$ cat config.mk
export PLATFORM = sky130hd
export DESIGN_NAME = alarm_flash_sched
export DESIGN_NICKNAME = d
export VERILOG_FILES = /design/src/rtl/alarm_flash_pkg.sv /design/src/rtl/flash_sched_timer.sv /design/src/rtl/alarm_flash_sched.sv
export SDC_FILE = /design/constraint.sdc
export NUM_CORES = 1
export LEC_CHECK = 0
export ABC_AREA = 0
export BUFFER_PORTS_ARGS = -buffer_cell sky130_fd_sc_hd__buf_2
export CORE_AREA = 4 4 72 74
export CTS_BUF_LIST = sky130_fd_sc_hd__clkbuf_4 sky130_fd_sc_hd__clkbuf_8 sky130_fd_sc_hd__clkbuf_16
export CTS_CLUSTER_DIAMETER = 60
export CTS_CLUSTER_SIZE = 30
export DETAILED_ROUTE_END_ITERATION = 8
export DIE_AREA = 0 0 76 78
export HOLD_SLACK_MARGIN = 0.02
export PLACE_DENSITY_LB_ADDON = 0.2
export SYNTH_ARGS = -nofsm -noshare
export SYNTH_HDL_FRONTEND = slang
export SYNTH_SLANG_ARGS = --single-unit
$ cat constraint.sdc
create_clock -name clk -period 2.1 [get_ports clk]
set_input_delay 0.105 -clock clk [delete_from_list [all_inputs] [get_ports clk]]
set_output_delay 0.105 -clock clk [all_outputs]
set_load 0.005 [all_outputs]
$ cat src/rtl/alarm_flash_pkg.sv
// Shared types and constants for the flash-request scheduler.
package alarm_flash_pkg;

   typedef enum logic [1:0] {
      StIdle,
      StStart,
      StWait,
      StGap
   } state_e;

   localparam int unsigned ALARM = 0;
   localparam int unsigned CHIME = 1;
   localparam int unsigned CDOWN = 2;

   localparam int unsigned TmrW   = 16;
   localparam int unsigned BurstW = 8;

   // A burst count of zero still produces one flash.
   function automatic logic [BurstW-1:0] rep_sat(input int unsigned rep);
      return (rep == 0) ? BurstW'(1) : BurstW'(rep);
   endfunction

endpackage

$ cat src/rtl/flash_sched_timer.sv
// Loadable down-counter shared by the GAP and WAIT-timeout phases; holds at zero.
module flash_sched_timer
   import alarm_flash_pkg::*;
(
   input  logic            clk,
   input  logic            rst_n,
   input  logic            load,
   input  logic [TmrW-1:0] load_val,
   output logic [TmrW-1:0] value,
   output logic            zero
);

   logic [TmrW-1:0] cnt_q, cnt_d;

   always_comb begin
      cnt_d = cnt_q;
      if (load) begin
         cnt_d = load_val;
      end else if (cnt_q != '0) begin
         cnt_d = cnt_q - TmrW'(1);
      end
   end

   always_ff @(posedge clk or negedge rst_n) begin
      if (!rst_n) begin
         cnt_q <= '0;
      end else begin
         cnt_q <= cnt_d;
      end
   end

   assign value = cnt_q;
   assign zero  = (cnt_q == '0);

endmodule

$ cat src/rtl/alarm_flash_sched.sv
// Non-preemptive priority scheduler sharing one LED flasher among three requesters.
module alarm_flash_sched
   import alarm_flash_pkg::*;
#(
   parameter int unsigned REP0    = 3,
   parameter int unsigned REP1    = 1,
   parameter int unsigned REP2    = 2,
   parameter int unsigned GAP_CYC = 16,
   parameter int unsigned TO_CYC  = 4096
) (
   input  logic       clk,
   input  logic       rst_n,
   input  logic [2:0] req,
   input  logic [2:0] cancel,
   input  logic       flash_done,
   output logic       flash_start,
   output logic [2:0] grant,
   output logic [2:0] pending,
   output logic       busy,
   output logic       timeout_err
);

   localparam logic [TmrW-1:0] ToLoad  = TmrW'(TO_CYC);
   // GAP lasts GAP_CYC cycles: it leaves on the cycle after the counter hits zero.
   localparam logic [TmrW-1:0] GapLoad = (GAP_CYC == 0) ? '0 : TmrW'(GAP_CYC - 1);

   state_e              state_q, state_d;
   logic [2:0]          grant_q, grant_d;
   logic [2:0]          pending_q, pending_d;
   logic [BurstW-1:0]   burst_q, burst_d;
   logic                abort_q, abort_d;
   logic [2:0]          sel, pend_clr;
   logic [BurstW-1:0]   sel_rep;
   logic                owner_cancel;
   logic                tmr_load, tmr_zero;
   logic [TmrW-1:0]     tmr_val, tmr_value;

   flash_sched_timer u_timer (
      .clk      (clk),
      .rst_n    (rst_n),
      .load     (tmr_load),
      .load_val (tmr_val),
      .value    (tmr_value),
      .zero     (tmr_zero)
   );

   always_comb begin
      sel     = '0;
      sel_rep = '0;
      if (pending_q[ALARM]) begin
         sel[ALARM] = 1'b1;
         sel_rep    = rep_sat(REP0);
      end else if (pending_q[CHIME]) begin
         sel[CHIME] = 1'b1;
         sel_rep    = rep_sat(REP1);
      end else if (pending_q[CDOWN]) begin
         sel[CDOWN] = 1'b1;
         sel_rep    = rep_sat(REP2);
      end
   end

   assign owner_cancel = |(cancel & grant_q);

   always_comb begin
      state_d     = state_q;
      grant_d     = grant_q;
      burst_d     = burst_q;
      abort_d     = abort_q;
      pend_clr    = '0;
      tmr_load    = 1'b0;
      tmr_val     = '0;
      timeout_err = 1'b0;
      unique case (state_q)
         StIdle: begin
            if (|pending_q) begin
               pend_clr = sel;
               grant_d  = sel;
               burst_d  = sel_rep;
               abort_d  = 1'b0;
               state_d  = StStart;
            end
         end
         StStart: begin
            if (owner_cancel) begin
               grant_d = '0;
               state_d = StIdle;
            end else begin
               tmr_load = 1'b1;
               tmr_val  = ToLoad;
               state_d  = StWait;
            end
         end
         StWait: begin
            // The flasher cannot be aborted; a cancel here is remembered until flash_done.
            if (owner_cancel) begin
               abort_d = 1'b1;
            end
            if (flash_done) begin
               burst_d = burst_q - BurstW'(1);
               if (abort_q || owner_cancel || burst_q <= BurstW'(1)) begin
                  grant_d = '0;
                  state_d = StIdle;
               end else if (GAP_CYC == 0) begin
                  state_d = StStart;
               end else begin
                  tmr_load = 1'b1;
                  tmr_val  = GapLoad;
                  state_d  = StGap;
               end
            end else if (tmr_value == '0) begin
               timeout_err = 1'b1;
               grant_d     = '0;
               state_d     = StIdle;
            end
         end
         StGap: begin
            if (owner_cancel) begin
               grant_d = '0;
               state_d = StIdle;
            end else if (tmr_zero) begin
               state_d = StStart;
            end
         end
         default: state_d = StIdle;
      endcase
   end

   // Cancel beats a same-cycle request.
   assign pending_d = ((pending_q & ~pend_clr) | req) & ~cancel;

   always_ff @(posedge clk or negedge rst_n) begin
      if (!rst_n) begin
         state_q   <= StIdle;
         grant_q   <= '0;
         pending_q <= '0;
         burst_q   <= '0;
         abort_q   <= 1'b0;
      end else begin
         state_q   <= state_d;
         grant_q   <= grant_d;
         pending_q <= pending_d;
         burst_q   <= burst_d;
         abort_q   <= abort_d;
      end
   end

   assign flash_start = (state_q == StStart);
   assign busy        = (state_q != StIdle);
   assign grant       = grant_q;
   assign pending     = pending_q;

endmodule

### Yosys cells after proc, flatten, opt, wreduce, memory -nomap -nowiden

Index checks and enable logic that the tools add are counted.

| word-level totals | value |
|---|---|
| input bits | 9 |
| flip-flop bits (word level) | 33 |
| logic and storage cells | 83 |
| output and inout port bits | 9 |

| operators by class | value |
|---|---|
| add/sub/neg operators | 2 |
| bitwise operators | 6 |
| reduce and logical (&&, ||, !) cells | 15 |
| $lt $le $gt $ge | 1 |
| multiplexer cells | 43 |
| eq/ne operators | 10 |

Operator list:

| kind | count |
|---|---|
| 2-to-1 mux 16 bit | 2 |
| case mux 13 bit (2 select lines) | 1 |
| 2-to-1 mux 2 bit | 11 |
| 2-to-1 mux 3 bit | 7 |
| zero test 16 bit | 1 |
| 2-to-1 mux 8 bit | 2 |
| case mux 8 bit (2 select lines) | 1 |
| nonzero test 16 bit | 1 |
| subtractor 16 x 1 -> 16 bit, second input constant | 1 |
| 2-to-1 mux 13 bit | 1 |
| 2-to-1 mux 1 bit | 12 |
| AND 3 bit | 3 |
| != test 3 bit, second input constant | 3 |
| case mux 3 bit (3 select lines) | 1 |
| AND reduction 3 bit | 3 |
| <= comparator 8 x 1 -> 1 bit, second input constant | 1 |
| 2-to-1 mux 4 bit | 2 |
| case mux 2 bit (4 select lines) | 1 |
| subtractor 8 x 1 -> 8 bit, second input constant | 1 |
| != test 2 bit, second input constant | 3 |
| inverter 3 bit | 2 |
| nonzero test 2 bit | 3 |
| OR reduction 3 bit | 2 |
| equality test 2 bit, second input constant | 2 |
| 8 further kinds | 10 |

### Longest topological paths before layout

Gate-level depths: netlist of the first run.

| logic depth | value |
|---|---|
| depth in word-level cells | 9 |
| depth in mapped cells | 8 |
| gate-level depth less buffers | 7 |

### Modules after synthesis

Synthesis of the first run repeated with hierarchy kept, for this count alone.

| unflattened totals | value |
|---|---|
| cells, all modules | 218 |
| area total of the unflattened synthesis | 2048.2 um2 |

Modules (own cells, without submodules):

| module | area each (um2) | sequential area each (um2) | cells an instance | instances |
|---|---|---|---|---|
| alarm_flash_sched | 1042.2 | 425.4 | 114 | 1 |
| flash_sched_timer | 1006.0 | 400.4 | 104 | 1 |

### Worst setup path before layout of the first run

No wires, ideal clock.

| timing | value |
|---|---|
| kind | flip-flop to flip-flop |
| from | reg u_timer.cnt_q[0] (netlist: u_timer.value[0]) |
| to | reg grant_q[1] (netlist: grant[1]) |
| period minus slack after synthesis | 2.168 ns |
| buffers on the path | 0 |
| path slack | -0.068 ns |
| data arrival time | 2.043 ns |
| cell stages (with the launch flop) | 8 |
| data required time | 1.975 ns |
| library setup time | 0.125 ns |
| cell sequence | dfrtp_1 -> inv_1 -> ha_1 -> or3b_2 -> nor4_4 -> nor2_2 -> nor3_4 -> mux2_2 |

| on the way | value |
|---|---|
| cells in the longest elaborated chain, start to end | 3 |

Ends and longest elaborated chain:

| element | line | text |
|---|---|---|
| start: declaration | flash_sched_timer.sv:13 | `logic [TmrW-1:0] cnt_q, cnt_d;` |
| start signal: assignment | flash_sched_timer.sv:28 | `cnt_q <= cnt_d;` |
| zero test 16 bit | alarm_flash_sched.sv:110 | `end else if (tmr_value == '0) begin` |
| != test 3 bit (no line) | n/a |  |
| AND reduction 4 bit (no line) | n/a |  |
| end signal: assignment | alarm_flash_sched.sv:140 | `grant_q <= grant_d;` |
| end: declaration | alarm_flash_sched.sv:28 | `logic [2:0] grant_q, grant_d;` |

No other way between the ends.
A chain may end at the register's enable or synchronous reset.

### Final worst setup path of the first run

| timing | value |
|---|---|
| from | reg u_timer.cnt_q[12] (netlist: u_timer.value[12]) |
| to | reg grant_q[2] (netlist: grant[2]) |

Same word-level chain as after synthesis.

==> results of run 1 <==
-- repair_timing --
item	in CTS	in global routing
cloned	0	0
resized for setup	2	8
setup buffers	2	1
pin swaps	2	2
hold buffers	4	0
endpoints found under the setup margin	3	6
endpoints found under the hold margin	36	0
-- through the flow --
step           cells  utilization  hold slack [ns]  TNS [ns]
4_1_cts          304       0.5162          0.04040         0
3_5_place_dp     290       0.4800           0.2191  -0.02087
6_report         305       0.5279          0.03953         0
2_1_floorplan    200            -          -0.1906         0
5_1_grt          305       0.5279          0.03975  -0.06593
3_3_place_gp     290       0.4800           0.2188         0
-- worst max-delay path, cell delays in order (launching register included) --
cell and delay [ns]:
dfrtp_1 0.38, or4_4 0.59, nor4_4 0.32, nor2_2 0.09
nor3_4 0.25, mux2_4 0.33
-- synthesized netlist by cell type, drive strengths merged (2+ instances only) --
cell / count
buf: 2
or3: 6
nor2b: 2
o31ai: 4
nand2b: 2
nor3: 7
a21oi: 6
and3: 2
mux2: 3
nor4: 12
inv: 11
a211oi: 2
nand2: 15
dfrtp: 33
o21ai: 7
ha: 9
nand3: 5
nor2: 33
xnor2: 17
or4: 3
xor2: 2
-- routing by layer --
| layer | vias to the layer above | GRT usage | wire length [um] |
|---|---|---|---|
| met5 | - | 0 | 0 |
| li1 | 804 | - | - |
| met1 | 769 | 0.2032 | 2108 |
| met4 | 0 | 0.04804 | 49 |
| met3 | 4 | 0.03480 | 115 |
| met2 | 22 | 0.2474 | 1962 |
-- path summary, 6_finish.rpt --
kind / startpoint / endpoint / slack, ns / cells after the start
worst max-delay path: u_timer.value[12] / grant[2] / 0.03 / 5
worst min-delay path: req[1] / pending[1] / 0.04 / 3
worst max register to register: u_timer.value[12] / grant[2] / 0.03 / 5
worst min register to register: abort_q / abort_q / 0.49 / 2
max in group asynchronous: rst_n / state_q[0] / 1.19 / 2
min in group asynchronous: rst_n / u_timer.value[10] / 0.44 / 2
-- final cells by class --
cell class	instances	area [um2]
Sequential cell	33	825.8
Inverter	11	41.29
Timing Repair Buffer	46	312.8
Clock buffer	7	96.34
Fill cell	421	2171
Tap cell	54	67.56
Multi-Input combinational cell	153	1079
Clock inverter	1	5.005
-- logic make-up after synthesis --
group | after synthesis | share of synthesized area
flops | 33 | 0.4354
mux | 3 | 0.01781
fa+ha+maj | 9 | 0.05937
simple gates | 94 | 0.2672
buf+inv | 14 | 0.03034
xor+xnor | 19 | 0.08773
compound gates | 28 | 0.1023
-- state kept, by name (all words and copies together), names as in the netlist --
register and flops:
abort_q 1, burst_q 8, grant 3, pending 3, state_q 2, u_timer.value 16
-- power by group --
group	leakage, nW	internal, mW	total (mW)	switching, mW
Combinational	0.636	1.04	2.14	1.10
Sequential	0.430	0.892	1.11	0.221
Clock	0.0542	0.296	0.534	0.238
==> impl_metrics.tcl, run 1 <==
set metrics [dict create \
    drive_gt1_frac 0.2829 \
    hp-class "in -> reg" \
    num_rows 25 \
    synth_cells 200 \
    dp_slack_ns -0.01609 \
    maxCapViolCount 0 \
    wire_per_inst_um 13.89 \
    die-area_um2 5928 \
    syn2layout_area_growth_pct 27.97 \
    place_area_um2 2207 \
    final_net_count 268 \
    hold_viol 0 \
    cts_buffer_depth 2 \
    final_cell_mix "33 x dfrtp_1, 32 x nor2_1, 25 x buf_4, 17 x xnor2_1, 17 x buf_2" \
    cp.arrival_ns 2.24 \
    antenna_cells 0 \
    ys_warn_count 0 \
    cts_max_level 2 \
    synth_area_um2 1897 \
    drt-vias-per-instance 5.243 \
    setup-violations-final 0 \
    worst-setup-path-type "reg -> reg" \
    clock.fmax_ghz 0.4838 \
    cts_tree "built" \
    rsz0062_at_grt "true" \
    synthArstFlopShare 1.000 \
    overflow 0 \
    yosysTopAreaCellShare 0.4354 \
    post-route-period-util 0.9843 \
    fin_skew_ns 0.004951 \
    drtAntennaViolNets 0 \
    final_common_cell "dfrtp_1" \
    leakagePower_nw 1.120 \
    clkSinkCount 33 \
    route.vias.total 1599 \
    dr.pass1.iters 4 \
    clock_latency_ns 0.29 \
    start_kind "flop" \
    synth-edff-count 0 \
    synth_ff_type "dfrtp_1" \
    die_h_um 78 \
    outcome "finished clean" \
    crit_required_ns 2.27 \
    grt_usage 0.1533 \
    critPathMaxFanout 4 \
    power_density_nw_per_um2 1561 \
    yosysSeqAreaShare 0.4354 \
    die_x_um 76 \
    irDropWorstVdd_v 0.0007139 \
    start_util 0.4125 \
    endpoint_kind "flop" \
    grt_pass1_wl_um 7438 \
    dp_hpwl_um 3012 \
    synth_fp_nets 218 \
    synth_area_leaders "dfrtp_1 44%, xnor2_1 7.8%, nor2_1 6.3%" \
    slew_violations 0 \
    ys_seq_elements 33 \
    cts-root-buf "clkbuf_8" \
    layout_setup_ws_ns 0.03307 \
    min_period_ns 2.067 \
    worst_pin_slew_ns 0.7376 \
    stdcell_area_um2 2427 \
    p_total_mw 3.788 \
    first_global_vias 1619 \
    place.gp.congestion 0.7923 \
    grt_max_degree 34 \
    fp.coreArea_um2 4598 \
    wl_um 4236 \
    ys_types 45 \
    synth_top_cell_by_area "dfrtp_1" \
    antenna_found_initial 0 \
    syn_area_per_cell_um2 9.484 \
    cts_buffers 5 \
    drt_iter0_drc 77 \
    slew_headroom 0.5083 \
    pin_count 18 \
    path_clk_slew_ns 0.07 \
    route.detailed.drc 0 \
    portBuffers 17 \
]
Power figures use the tool's default switching activity.
==> inputs of run 2 (changes only) <==
CAP_MARGIN = 15   (was not set)
CORE_AREA = 4 4 56 95   (was 4 4 72 74)
DIE_AREA = 0 0 60 99   (was 0 0 76 78)
==> impl_metrics.tcl, run 2 (synthesis results as in run 1) <==
set metrics [dict create \
    outcome "finished clean" \
    post-route-period-util 0.9834 \
    rsz0062_at_grt "true" \
    dp.cells 288 \
    drt_iter0_drc 53 \
    fin_util 0.5419 \
    grt_max_degree 34 \
    wl_um 4384 \
    drive_gt1_frac 0.2806 \
    portBuffers 17 \
    pin_count 18 \
    die-area_um2 5940 \
    largest_reg_flops 16 \
    fp.coreArea_um2 4484 \
    hp-start "req[1]" \
    leakagePower_nw 1.128 \
    grt_usage 0.1664 \
    critPathTopFamily "simple AND/OR/NAND/NOR gates" \
    critPathSlowestCell "or4_4" \
    power_density_nw_per_um2 1557 \
    final_cell_mix "33 x dfrtp_1, 32 x nor2_1, 27 x buf_4, 17 x xnor2_1, 17 x buf_2" \
    hold_viol 0 \
    clock.fmax_ghz 0.4842 \
    rr_worst_depth 5 \
    grt_pass1_wl_um 7500 \
    cts_tree "built" \
    path_clk_slew_ns 0.07 \
    slew_violations 0 \
    cp.arrival_ns 2.24 \
    start_util 0.4230 \
    antenna_found_initial 0 \
    route.vias.total 1595 \
    worst_pin_slew_ns 0.7454 \
    cp_num_cells 5 \
    start_kind "flop" \
    final_common_cell "dfrtp_1" \
    r2r_slack_ns 0.03 \
    irDropWorstVdd_v 0.0009805 \
    dp_hpwl_um 3257 \
    cts-root-buf "clkbuf_8" \
    critPathMaxFanout 4 \
    wire_per_inst_um 14.42 \
    fin_cells 304 \
    critPathLaunch "u_timer.value[13]" \
    first_global_vias 1661 \
    hp-class "in -> reg" \
    syn2layout_area_growth_pct 28.10 \
    worst-setup-path-type "reg -> reg" \
    clock_latency_ns 0.28 \
    cts_max_level 2 \
    critPathMaxStageDelay_ns 0.58 \
    place.gp.congestion 0.7873 \
    stdcell_area_um2 2430 \
    tns_ns 0 \
    place_area_um2 2211 \
    drtAntennaViolNets 0 \
    crit_end "grant[1]" \
    min_period_ns 2.065 \
    dr.pass1.iters 4 \
    slew_headroom 0.5031 \
    crit_required_ns 2.27 \
    timing.rr.start "u_timer.value[13]" \
    endpoint_kind "flop" \
    drt-vias-per-instance 5.247 \
    r2r-end "grant[1]" \
    antenna_cells 0 \
    setup-violations-final 0 \
    crit_buf_inv 0 \
    final_net_count 270 \
    fin_skew_ns 0.003741 \
    cts_buffer_depth 2 \
    die_x_um 60 \
    cts_buffers 5 \
    cp_cell_sequence "or4_4 -> nor4_4 -> nor2_2 -> nor3_4 -> mux2_4" \
    route.detailed.drc 0 \
    num_rows 32 \
    maxCapViolCount 0 \
    holdWs_ns 0.02949 \
    die_h_um 99 \
    overflow 0 \
    clkSinkCount 33 \
]
## run 2: cell types whose count changed in the layout (fill, tap and decap cells not counted), sizes merged
cell / change
buf: +2
## run 2: worst min-delay path by stage
stage                            end  slack [ns]  depth (start not counted)
finish                    pending[1]        0.03                          3
global route              pending[1]        0.05                          3
CTS                       pending[1]        0.02                          3
detailed placement  u_timer.value[5]        0.23                          1
global placement    u_timer.value[4]        0.22                          1
floorplan                    abort_q       -0.19                          0
## run 2: repair_timing
action | 4_1_cts | 5_1_grt
hold endpoints to repair | 36 | 0
pin swaps | 2 | 1
gates cloned | 0 | 0
hold buffers | 4 | 0
resized for setup | 2 | 7
endpoints found under the setup margin | 3 | 12
setup buffers | 1 | 3
## run 2: layer usage
layer | track usage | up-vias | wire length [um]
met2 | 0.3008 | 16 | 2489
met1 | 0.1760 | 765 | 1728
met4 | 0.07850 | 0 | 85
li1 | - | 808 | -
met3 | 0.03014 | 6 | 80
met5 | 0 | - | 0
## run 2: where the power goes
part	leakage [nW]	internal (mW)	switching, mW
logic	0.644	1.05	1.10
clock network	0.0542	0.296	0.231
registers	0.430	0.892	0.217
total	1.13	2.23	1.55
## run 2: final cells by class
cell class / instances / area, um2
fill: 421 / 2054
multi-input combinational: 153 / 1070
sequential: 33 / 825.8
timing repair buffer: 48 / 327.8
clock buffer: 7 / 96.34
tap: 51 / 63.81
inverter: 11 / 41.29
clock inverter: 1 / 5.005
## run 2: metrics by stage
step / total power [mW] / setup slack (ns)
2_1_floorplan: 2.456 / 0.002252
3_3_place_gp: 3.134 / 0.01669
3_5_place_dp: 3.150 / -0.001682
4_1_cts: 3.748 / -0.004653
5_1_grt: 4.116 / -0.03805
6_report: 3.784 / 0.03486
## run 2: worst min-delay path: stages
cell,delay [ns]
buf_2,0.07
a21oi_1,0.03
nor2_1,0.07
==> inputs of run 3 (changes only) <==
PLACE_DENSITY = 0.71   (was not set)
PLACE_DENSITY_LB_ADDON = not set   (was 0.2)
==> impl_metrics.tcl, run 3 (synthesis results as in run 1) <==
set metrics [dict create \
    antenna_cells 0 \
    dp_slack_ns -0.04694 \
    largest_reg_flops 16 \
    worst_pin_slew_ns 0.7645 \
    outcome "finished, violations left" \
    maxCapViolCount 0 \
    crit_required_ns 2.00 \
    layout_setup_ws_ns -0.02695 \
    place_area_um2 2188 \
    final_net_count 273 \
    clock_latency_ns 0.28 \
    grt_usage 0.1648 \
    drtAntennaViolNets 0 \
    dp_hpwl_um 3186 \
    p_total_mw 3.932 \
    fin_skew_ns 0.003287 \
    wire_per_inst_um 14.87 \
    start_util 0.4230 \
    cts_buffers 5 \
    leakagePower_nw 1.139 \
    clock.fmax_ghz 0.4702 \
    clkSinkCount 33 \
    drt_iter0_drc 33 \
    cts_tree "built" \
    critPathSlowestCell "or3b_4" \
    portBuffers 17 \
    slew_headroom 0.4903 \
    first_global_vias 1739 \
    num_rows 32 \
    wl_um 4565 \
    stdcell_area_um2 2474 \
    pin_count 18 \
    place.gp.congestion 0.8638 \
    cp_cell_sequence "inv_2 -> ha_4 -> or3b_4 -> nor4_4 -> nand3_2 -> nor2_1 -> buf_2" \
    path_clk_slew_ns 0.07 \
    hold_viol 0 \
    rsz0062_at_grt "true" \
    fin_cells 307 \
    grt_pass1_wl_um 7514 \
    dr.pass1.iters 4 \
    final_cell_mix "32 x nor2_1, 32 x dfrtp_1, 30 x buf_4, 17 x xnor2_1, 17 x buf_2" \
    overflow 0 \
    route.vias.total 1643 \
    tns_ns -0.02695 \
    die_h_um 99 \
    grt_max_degree 34 \
    power_density_nw_per_um2 1589 \
    cts_buffer_depth 2 \
    syn2layout_area_growth_pct 30.41 \
    critPathMaxFanout 3 \
    start_kind "flop" \
    fp.coreArea_um2 4484 \
    endpoint_kind "output pin" \
    holdWs_ns 0.04528 \
    slew_violations 0 \
    cts_max_level 2 \
    cp.arrival_ns 2.02 \
    violations "negative setup slack" \
    die-area_um2 5940 \
    dp.cells 285 \
    drive_gt1_frac 0.3125 \
    critPathMaxStageDelay_ns 0.42 \
    cts-root-buf "clkbuf_8" \
    drt-vias-per-instance 5.352 \
    route.detailed.drc 0 \
    min_period_ns 2.127 \
    hp-class "in -> reg" \
    fin_util 0.5516 \
    irDropWorstVdd_v 0.0008999 \
    antenna_found_initial 0 \
    post-route-period-util 1.013 \
    worst-setup-path-type "reg -> out" \
    die_x_um 60 \
    setup-violations-final 1 \
]
## run 3: power by group
part	total, mW	leakage (nW)	switching, mW	internal, mW
Sequential	1.12	0.429	0.226	0.894
Clock	0.501	0.0498	0.227	0.274
Combinational	2.31	0.661	1.16	1.15
Total	3.93	1.14	1.61	2.32
## run 3: timing repair
| action | 4_1_cts | 5_1_grt |
|---|---|---|
| hold buffers | 4 | 0 |
| gates resized for setup | 3 | 13 |
| endpoints found under the setup margin | 3 | 15 |
| pin swaps | 1 | 3 |
| setup buffers | 2 | 9 |
| hold endpoints to repair | 36 | 0 |
## run 3: area by class of cell
cell class              instances  area (um2)
well taps                      51       63.81
clock buffers                   8       91.34
repair buffers                 51       350.3
inverters                      11       41.29
fillers                       408        2011
flip-flops and latches         33       827.0
multi-input cells             153        1100
## run 3: path summary, 6_finish.rpt
kind | startpoint | to | slack [ns] | cells past startpoint
setup reg to reg | u_timer.value[6] | grant[2] | 0.01 | 5
hold reg to reg | abort_q | abort_q | 0.49 | 2
setup / recovery | u_timer.value[0] | timeout_err | -0.03 | 7
min in group asynchronous | rst_n | u_timer.value[11] | 0.44 | 2
max in group asynchronous | rst_n | burst_q[0] | 1.13 | 2
hold / removal | req[1] | pending[1] | 0.05 | 3
## run 3: worst max-delay path, delay by kind of cell (launching register included)
| family | cells | cell delay [ns] |
|---|---|---|
| adder cells (fa/ha/maj) | 1 | 0.13 |
| buffers and inverters | 2 | 0.22 |
| flip-flops | 1 | 0.39 |
| AND/OR/NAND/NOR | 4 | 0.99 |
## run 3: metal layers
metal  global-route usage  up-vias  wire length [um]
met5                    0        -                 0
met4              0.08191        0                80
met3              0.03408        9               119
met2               0.3025       23              2663
met1               0.1650      794              1702
li1                     -      817                 -
